<file path="src/rtl/pcie_tx_pkg.sv">
// Shared types and constants for the PCIe TX Avalon-ST source.
// Contents: tx_beat_t (sop, eop, 64-bit data), TX_DATA_W, TX_RL_MAX.
// Imported by pcie_tx_fifo and pcie_tx_st_source.
package pcie_tx_pkg;

    localparam int TX_DATA_W = 64;
    localparam int TX_RL_MAX = 3;

    // One TLP beat as it travels through the buffer: 66 bits.
    typedef struct packed {
        logic                 sop;
        logic                 eop;
        logic [TX_DATA_W-1:0] data;
    } tx_beat_t;

endpackage

</file>
<file path="src/rtl/pcie_tx_fifo.sv">
// Synchronous first-word-fall-through FIFO of tx_beat_t beats.
// Ports: clk_i/rst_i (async active-high), push_i/push_dat_i, pop_i,
//        head_o (current head, valid when !empty_o), count_o, full_o, empty_o.
// Push while full and pop while empty are ignored.
module pcie_tx_fifo
    import pcie_tx_pkg::*;
#(
    parameter int DEPTH = 16
) (
    input  logic                   clk_i,
    input  logic                   rst_i,
    input  logic                   push_i,
    input  tx_beat_t               push_dat_i,
    input  logic                   pop_i,
    output tx_beat_t               head_o,
    output logic [$clog2(DEPTH):0] count_o,
    output logic                   full_o,
    output logic                   empty_o
);

    localparam int AW = $clog2(DEPTH);

    tx_beat_t        mem_q [DEPTH];
    logic [AW-1:0]   wr_ptr_q, wr_ptr_d;
    logic [AW-1:0]   rd_ptr_q, rd_ptr_d;
    logic [AW:0]     count_q, count_d;
    logic            do_push, do_pop;

    assign full_o  = (count_q == (AW+1)'(DEPTH));
    assign empty_o = (count_q == '0);
    assign count_o = count_q;
    assign head_o  = mem_q[rd_ptr_q];

    assign do_push = push_i && !full_o;
    assign do_pop  = pop_i && !empty_o;

    // Pointers wrap naturally because DEPTH is a power of two.
    always_comb begin
        wr_ptr_d = wr_ptr_q;
        rd_ptr_d = rd_ptr_q;
        count_d  = count_q;
        if (do_push) begin
            wr_ptr_d = wr_ptr_q + 1'b1;
        end
        if (do_pop) begin
            rd_ptr_d = rd_ptr_q + 1'b1;
        end
        if (do_push && !do_pop) begin
            count_d = count_q + 1'b1;
        end else if (do_pop && !do_push) begin
            count_d = count_q - 1'b1;
        end
    end

    always_ff @(posedge clk_i or posedge rst_i) begin
        if (rst_i) begin
            wr_ptr_q <= '0;
            rd_ptr_q <= '0;
            count_q  <= '0;
        end else begin
            wr_ptr_q <= wr_ptr_d;
            rd_ptr_q <= rd_ptr_d;
            count_q  <= count_d;
        end
    end

    // Storage carries no reset; contents are only read when count says valid.
    always_ff @(posedge clk_i) begin
        if (do_push) begin
            mem_q[wr_ptr_q] <= push_dat_i;
        end
    end

endmodule

</file>
<file path="src/rtl/pcie_tx_st_source.sv">
// TX Avalon-ST source: buffers RIFFA TLP beats and launches them to the PCIe
// HIP honouring its tx_st_ready latency (READY_LATENCY, 1..3), with a sticky
// framing-error flag and a launched-TLP counter.
// Ports: pld_clk, reset_status (async active-high), in_* (valid/ready upstream),
//        tx_st_* (to HIP), proto_err, tx_pkt_cnt.
// Build option PCIE_TX_STORE_FORWARD_EN: hold a sop beat until its whole TLP
// is buffered (store-and-forward); undefined gives cut-through.
module pcie_tx_st_source
    import pcie_tx_pkg::*;
#(
    parameter int READY_LATENCY = 2,
    parameter int DEPTH         = 16
) (
    input  logic                 pld_clk,
    input  logic                 reset_status,
    input  logic                 in_valid,
    output logic                 in_ready,
    input  logic                 in_sop,
    input  logic                 in_eop,
    input  logic [TX_DATA_W-1:0] in_data,
    input  logic                 tx_st_ready,
    output logic                 tx_st_valid,
    output logic                 tx_st_sop,
    output logic                 tx_st_eop,
    output logic [TX_DATA_W-1:0] tx_st_data,
    output logic                 proto_err,
    output logic [15:0]          tx_pkt_cnt
);

    localparam int CW     = $clog2(DEPTH) + 1;
    // Only the ready-pipe stages that feed the launch decision are kept.
    localparam int PIPE_W = (READY_LATENCY >= 2) ? READY_LATENCY - 1 : 1;

    generate
        if (READY_LATENCY < 1 || READY_LATENCY > TX_RL_MAX) begin : g_bad_rl
            $error("pcie_tx_st_source: READY_LATENCY must be 1..3");
        end
        if (DEPTH < 4 || (DEPTH & (DEPTH - 1)) != 0) begin : g_bad_depth
            $error("pcie_tx_st_source: DEPTH must be a power of two >= 4");
        end
    endgenerate

    tx_beat_t               in_beat;
    tx_beat_t               head;
    logic [CW-1:0]          fifo_count;
    logic                   fifo_full;
    logic                   fifo_empty;
    logic                   push;
    logic                   pop;
    logic                   perm;
    logic                   launch_ok;
    logic                   forced_launch;
    logic                   frame_err;

    logic [PIPE_W-1:0]      rdy_q, rdy_d;
    logic                   tx_valid_q, tx_valid_d;
    logic                   tx_sop_q, tx_sop_d;
    logic                   tx_eop_q, tx_eop_d;
    logic [TX_DATA_W-1:0]   tx_data_q, tx_data_d;
    logic                   in_pkt_q, in_pkt_d;
    logic                   proto_err_q, proto_err_d;
    logic [15:0]            pkt_cnt_q, pkt_cnt_d;

    assign in_beat  = '{sop: in_sop, eop: in_eop, data: in_data};
    assign in_ready = !fifo_full;
    assign push     = in_valid && in_ready;

    pcie_tx_fifo #(
        .DEPTH (DEPTH)
    ) u_fifo (
        .clk_i      (pld_clk),
        .rst_i      (reset_status),
        .push_i     (push),
        .push_dat_i (in_beat),
        .pop_i      (pop),
        .head_o     (head),
        .count_o    (fifo_count),
        .full_o     (fifo_full),
        .empty_o    (fifo_empty)
    );

    // Launch permission: a beat loaded on the edge after perm appears on
    // tx_st exactly READY_LATENCY cycles after the ready cycle it answers.
    generate
        if (READY_LATENCY >= 2) begin : g_perm_pipe
            assign perm = rdy_q[PIPE_W-1];
        end else begin : g_perm_direct
            assign perm = tx_st_ready;
        end
    endgenerate

    always_comb begin
        rdy_d    = '0;
        rdy_d[0] = tx_st_ready;
        for (int i = 1; i < PIPE_W; i++) begin
            rdy_d[i] = rdy_q[i-1];
        end
    end

`ifdef PCIE_TX_STORE_FORWARD_EN
    // Number of complete TLPs (eop beats) currently buffered.
    logic [CW-1:0] eop_cnt_q, eop_cnt_d;

    always_comb begin
        eop_cnt_d = eop_cnt_q;
        if ((push && in_eop) && !(pop && head.eop)) begin
            eop_cnt_d = eop_cnt_q + 1'b1;
        end else if (!(push && in_eop) && (pop && head.eop)) begin
            eop_cnt_d = eop_cnt_q - 1'b1;
        end
    end

    always_ff @(posedge pld_clk or posedge reset_status) begin
        if (reset_status) begin
            eop_cnt_q <= '0;
        end else begin
            eop_cnt_q <= eop_cnt_d;
        end
    end

    // A sop waits for a whole TLP, except when the buffer is full with no
    // eop in it: nothing more can arrive, so launch anyway and flag it.
    assign launch_ok     = !head.sop || (eop_cnt_q != '0) || fifo_full;
    assign forced_launch = pop && head.sop && (eop_cnt_q == '0);
`else
    assign launch_ok     = 1'b1;
    assign forced_launch = 1'b0;
`endif

    assign pop = perm && !fifo_empty && launch_ok;

    // Framing: sop inside a packet, or a continuation beat outside one.
    assign frame_err = push && (in_sop ? in_pkt_q : !in_pkt_q);

    always_comb begin
        tx_valid_d  = pop;
        tx_sop_d    = tx_sop_q;
        tx_eop_d    = tx_eop_q;
        tx_data_d   = tx_data_q;
        in_pkt_d    = in_pkt_q;
        proto_err_d = proto_err_q | frame_err | forced_launch;
        pkt_cnt_d   = pkt_cnt_q;
        if (pop) begin
            tx_sop_d  = head.sop;
            tx_eop_d  = head.eop;
            tx_data_d = head.data;
            if (head.eop) begin
                pkt_cnt_d = pkt_cnt_q + 16'd1;
            end
        end
        if (push) begin
            if (in_eop) begin
                in_pkt_d = 1'b0;
            end else if (in_sop) begin
                in_pkt_d = 1'b1;
            end
        end
    end

    always_ff @(posedge pld_clk or posedge reset_status) begin
        if (reset_status) begin
            rdy_q       <= '0;
            tx_valid_q  <= 1'b0;
            tx_sop_q    <= 1'b0;
            tx_eop_q    <= 1'b0;
            tx_data_q   <= '0;
            in_pkt_q    <= 1'b0;
            proto_err_q <= 1'b0;
            pkt_cnt_q   <= '0;
        end else begin
            rdy_q       <= rdy_d;
            tx_valid_q  <= tx_valid_d;
            tx_sop_q    <= tx_sop_d;
            tx_eop_q    <= tx_eop_d;
            tx_data_q   <= tx_data_d;
            in_pkt_q    <= in_pkt_d;
            proto_err_q <= proto_err_d;
            pkt_cnt_q   <= pkt_cnt_d;
        end
    end

    assign tx_st_valid = tx_valid_q;
    assign tx_st_sop   = tx_sop_q;
    assign tx_st_eop   = tx_eop_q;
    assign tx_st_data  = tx_data_q;
    assign proto_err   = proto_err_q;
    assign tx_pkt_cnt  = pkt_cnt_q;

endmodule

</file>
<file path="config.mk">
export PLATFORM = sky130hd
export DESIGN_NAME = pcie_tx_st_source
export DESIGN_NICKNAME = d
export VERILOG_FILES = /design/src/rtl/pcie_tx_pkg.sv /design/src/rtl/pcie_tx_fifo.sv /design/src/rtl/pcie_tx_st_source.sv
export SDC_FILE = /design/constraint.sdc
export NUM_CORES = 1
export LEC_CHECK = 0
export ABC_AREA = 1
export CORE_ASPECT_RATIO = 0.5
export CORE_MARGIN = 2
export CORE_UTILIZATION = 45
export DETAILED_ROUTE_END_ITERATION = 10
export HOLD_SLACK_MARGIN = 0.15
export PLACE_DENSITY_LB_ADDON = 0.08
export SYNTH_ARGS = -nofsm -noshare
export SYNTH_HDL_FRONTEND = slang
export SYNTH_SLANG_ARGS = --single-unit
</file>
<file path="constraint.sdc">
create_clock -name pld_clk -period 4.6 [get_ports pld_clk]
set_clock_uncertainty 0.1 [all_clocks]
set_input_delay 1.38 -clock pld_clk [delete_from_list [all_inputs] [get_ports pld_clk]]
set_output_delay 1.38 -clock pld_clk [all_outputs]
set_load 0.01 [all_outputs]
</file>
==> results.yml <==
clock_network:
  h-tree-depth: 3
  cts-root-buf: "clkbuf_16"
  postCtsSetupBuffers: 0
  clock_latency_ns: 0.70
  clock-sinks: 1155
  hold_buffers: 0
  clk_pin_slew_ns: 0.06
  cts_made_buffers: 103
  clockBufferDepth: 3
  post_cts_resized: 0
  cts_tree: "done"
cells_and_area:
  mostFrequentLayoutCell: "nand2_1"
  drive_gt1_frac: 0.0586
  most-common-layout-cells: "1640 x nand2_1, 1056 x edfxtp_1, 799 x nand3_1"
  syn_to_final_growth_pct: 13.4
  fin_cells: 5542
  nets: 4175
  design_area_mm2: 0.0529
sta:
  finalHoldViolations: 0
  fin_hold_ws_ns: 0.373
  drv_slew: 0
  setup_viol: 0
  period_minus_slack_ns: 3.55
  rsz0062_at_grt: "no"
  relSlewSlack: 0.380
  fin_crit_sh: 0.772
  tightest_slew_ns: 0.927
  fmax_mhz: 281
  setup_tns_ns: 0
hold_path:
  min_path_type: "register to register"
  min_from: "tx_st_data[30]"
  hold_end: "tx_st_data[30]"
  hold_depth: 2
die:
  floorplan.initialDensity: 0.455
  fp.dieW_um: 460
  dieArea_mm2: 0.106
  design.core.area_mm2: 0.103
  chipHeight_um: 232
  row_count: 83
  ios: 155
run:
  max-cap-violations: 0
placed_design:
  hpwl_mm: 70.3
  placed_cell_area_mm2: 0.0497
  gp_congestion: 0.832
  numPortBuffers: 154
  dp_cells: 5349
yosys:
  synth_cells: 3992
  ys.warnings.count: 0
  ys_seq_area_frac: 0.732
  ys_types: 33
  synthFlopType: "edfxtp_1"
  async_flop_share: 0.0857
  synth.cell_area_mm2: 0.0467
  synth_edf_count: 1056
  yosys_register_bits: 1155
  synth_nets: 4073
  syn_avg_cell_area_um2: 11.7
critical_path:
  slowest_stage: "clkdlybuf4s50_1"
  critPathBufInv: 1
  cp-end-kind: "primary output"
  r2r_end: "tx_st_sop"
  cp_cell_sequence: "nor4_2 -> nand2_1 -> clkdlybuf4s50_1"
  r2r_slack_ns: 1.74
  reg2reg_depth: 8
  crit_required_ns: 3.12
  critPathArrivalTime_ns: 2.07
  cp_max_fo: 4
  max_stage_delay_ns: 0.49
  crit_family: "buffers and inverters"
  start_kind: "register"
  reg2reg_from: "u_fifo.count_o[0]"
  critPathKind: "register to primary output"
global_route:
  overflow: 0
  antenna_found_initial: 3
  grt_max_degree: 167
  grt_pass1_vias: 28500
  grt_usage: 0.237
  grt_pass1_wl_mm: 188
pwr:
  power.internal_w: 0.0208
  p_leak_nw: 19.7
  seq_power_share: 0.400
  switchingPower_w: 0.0124
  clockPowerShare: 0.258
  p_sw_frac: 0.374
  p_per_area_mw_per_mm2: 627
  ir_drop_uv: 418
  power_frac_comb: 0.342
routing:
  viasPerCell: 5.44
  drt_iter0_markers: 3088
  post_drt_wl_per_cell_um: 22.7
  wl_mm: 126
  drc: 0
  detail-route-antenna-nets: 0
  first_pass_iters: 6
  vias: 30100
outcome:
  status: "finished, final reports clean"
-- routing by layer --
layer	global-route usage	up-vias	wire length, um
met3	0.0300	117	6790
met2	0.366	808	57700
met5	0	-	0
met4	0.0509	0	2080
li1	-	14000	-
met1	0.359	15200	59400
-- power groups by stage --
stage / clock network [W] / registers [W] / logic [W]
2_1_floorplan: 0 / 0.0135 / 0.00733
3_3_place_gp: 0 / 0.0135 / 0.0114
3_5_place_dp: 0 / 0.0135 / 0.0115
4_1_cts: 0.00869 / 0.0133 / 0.0115
5_1_grt: 0.00912 / 0.0134 / 0.0126
6_report: 0.00855 / 0.0133 / 0.0113
-- worst max path at each step --
stage | start | to | slack [ns] | cells past startpoint
CTS | u_fifo.count_o[0] | in_ready | 0.95 | 3
detailed placement | in_valid | u_fifo.mem_q[14][33] | 0.73 | 7
global route | u_fifo.count_o[0] | in_ready | 0.88 | 3
finish | u_fifo.count_o[0] | in_ready | 1.05 | 3
floorplan | in_valid | u_fifo.mem_q[0][0] | -0.57 | 5
global placement | in_valid | u_fifo.mem_q[14][35] | 0.75 | 7
-- stage by stage --
step	total power, W	util	setup slack (ns)
floorplan	0.0208	-	-0.570
global placement	0.0249	0.484	0.754
detailed placement	0.0250	0.484	0.730
CTS	0.0335	0.515	0.951
global route	0.0351	0.515	0.876
finish	0.0332	0.515	1.05
-- worst reg2reg max path, stage by stage, from the launching register on --
cell     delay [ns]
dfrtp_1        0.45
nor4_2         0.33
nand2_1        0.13
nand2_4        0.08
buf_4          0.50
inv_4          0.50
buf_12         0.33
nand3_1        0.26
nand2_1        0.07
-- state kept, by name, indices dropped and copies added (netlist names) --
name / count
in_pkt_q: 1
perm: 1
proto_err: 1
tx_pkt_cnt: 16
tx_st_data: 64
tx_st_eop: 1
tx_st_sop: 1
tx_st_valid: 1
u_fifo.count_o: 5
u_fifo.mem_q: 1056
u_fifo.rd_ptr_q: 4
u_fifo.wr_ptr_q: 4
-- synth_stat cells (all sizes together) (5+ instances only) --
cell	count	share of area
nor3	5	0.00054
o21ai	20	0.0021
edfxtp	1056	0.68
buf	189	0.027
clkbuf	47	0.0038
xor2	15	0.0028
dfrtp	99	0.053
ha	10	0.0027
inv	41	0.0034
nand3	799	0.086
nand2	1643	0.13
a21oi	7	0.00075
nor2	41	0.0033
-- final cells by class --
class	instances	area (um2)
Clock buffer	139	2730
Antenna cell	1	2.50
Clock inverter	53	495
Fill cell	9010	49800
Multi-Input combinational cell	2559	11000
Inverter	42	196
Timing Repair Buffer	233	2560
Sequential cell	1155	34200
Tap cell	1360	1700
-- cell families (layout without fill, tap and decap cells) --
| family | Yosys count | in the layout | share of synthesized area |
|---|---|---|---|
| AOI/OAI and AO/OA | 36 | 36 | 0.00421 |
| xor gates and xnor gates | 18 | 18 | 0.00338 |
| adders and majority gates | 11 | 11 | 0.00311 |
| buffers and inverters | 278 | 467 | 0.0341 |
| DFF | 1155 | 1155 | 0.732 |
| other | 0 | 1 | 0 |
| and+or+nand+nor | 2494 | 2494 | 0.223 |
Note: power is estimated with default switching activity, not from simulation.
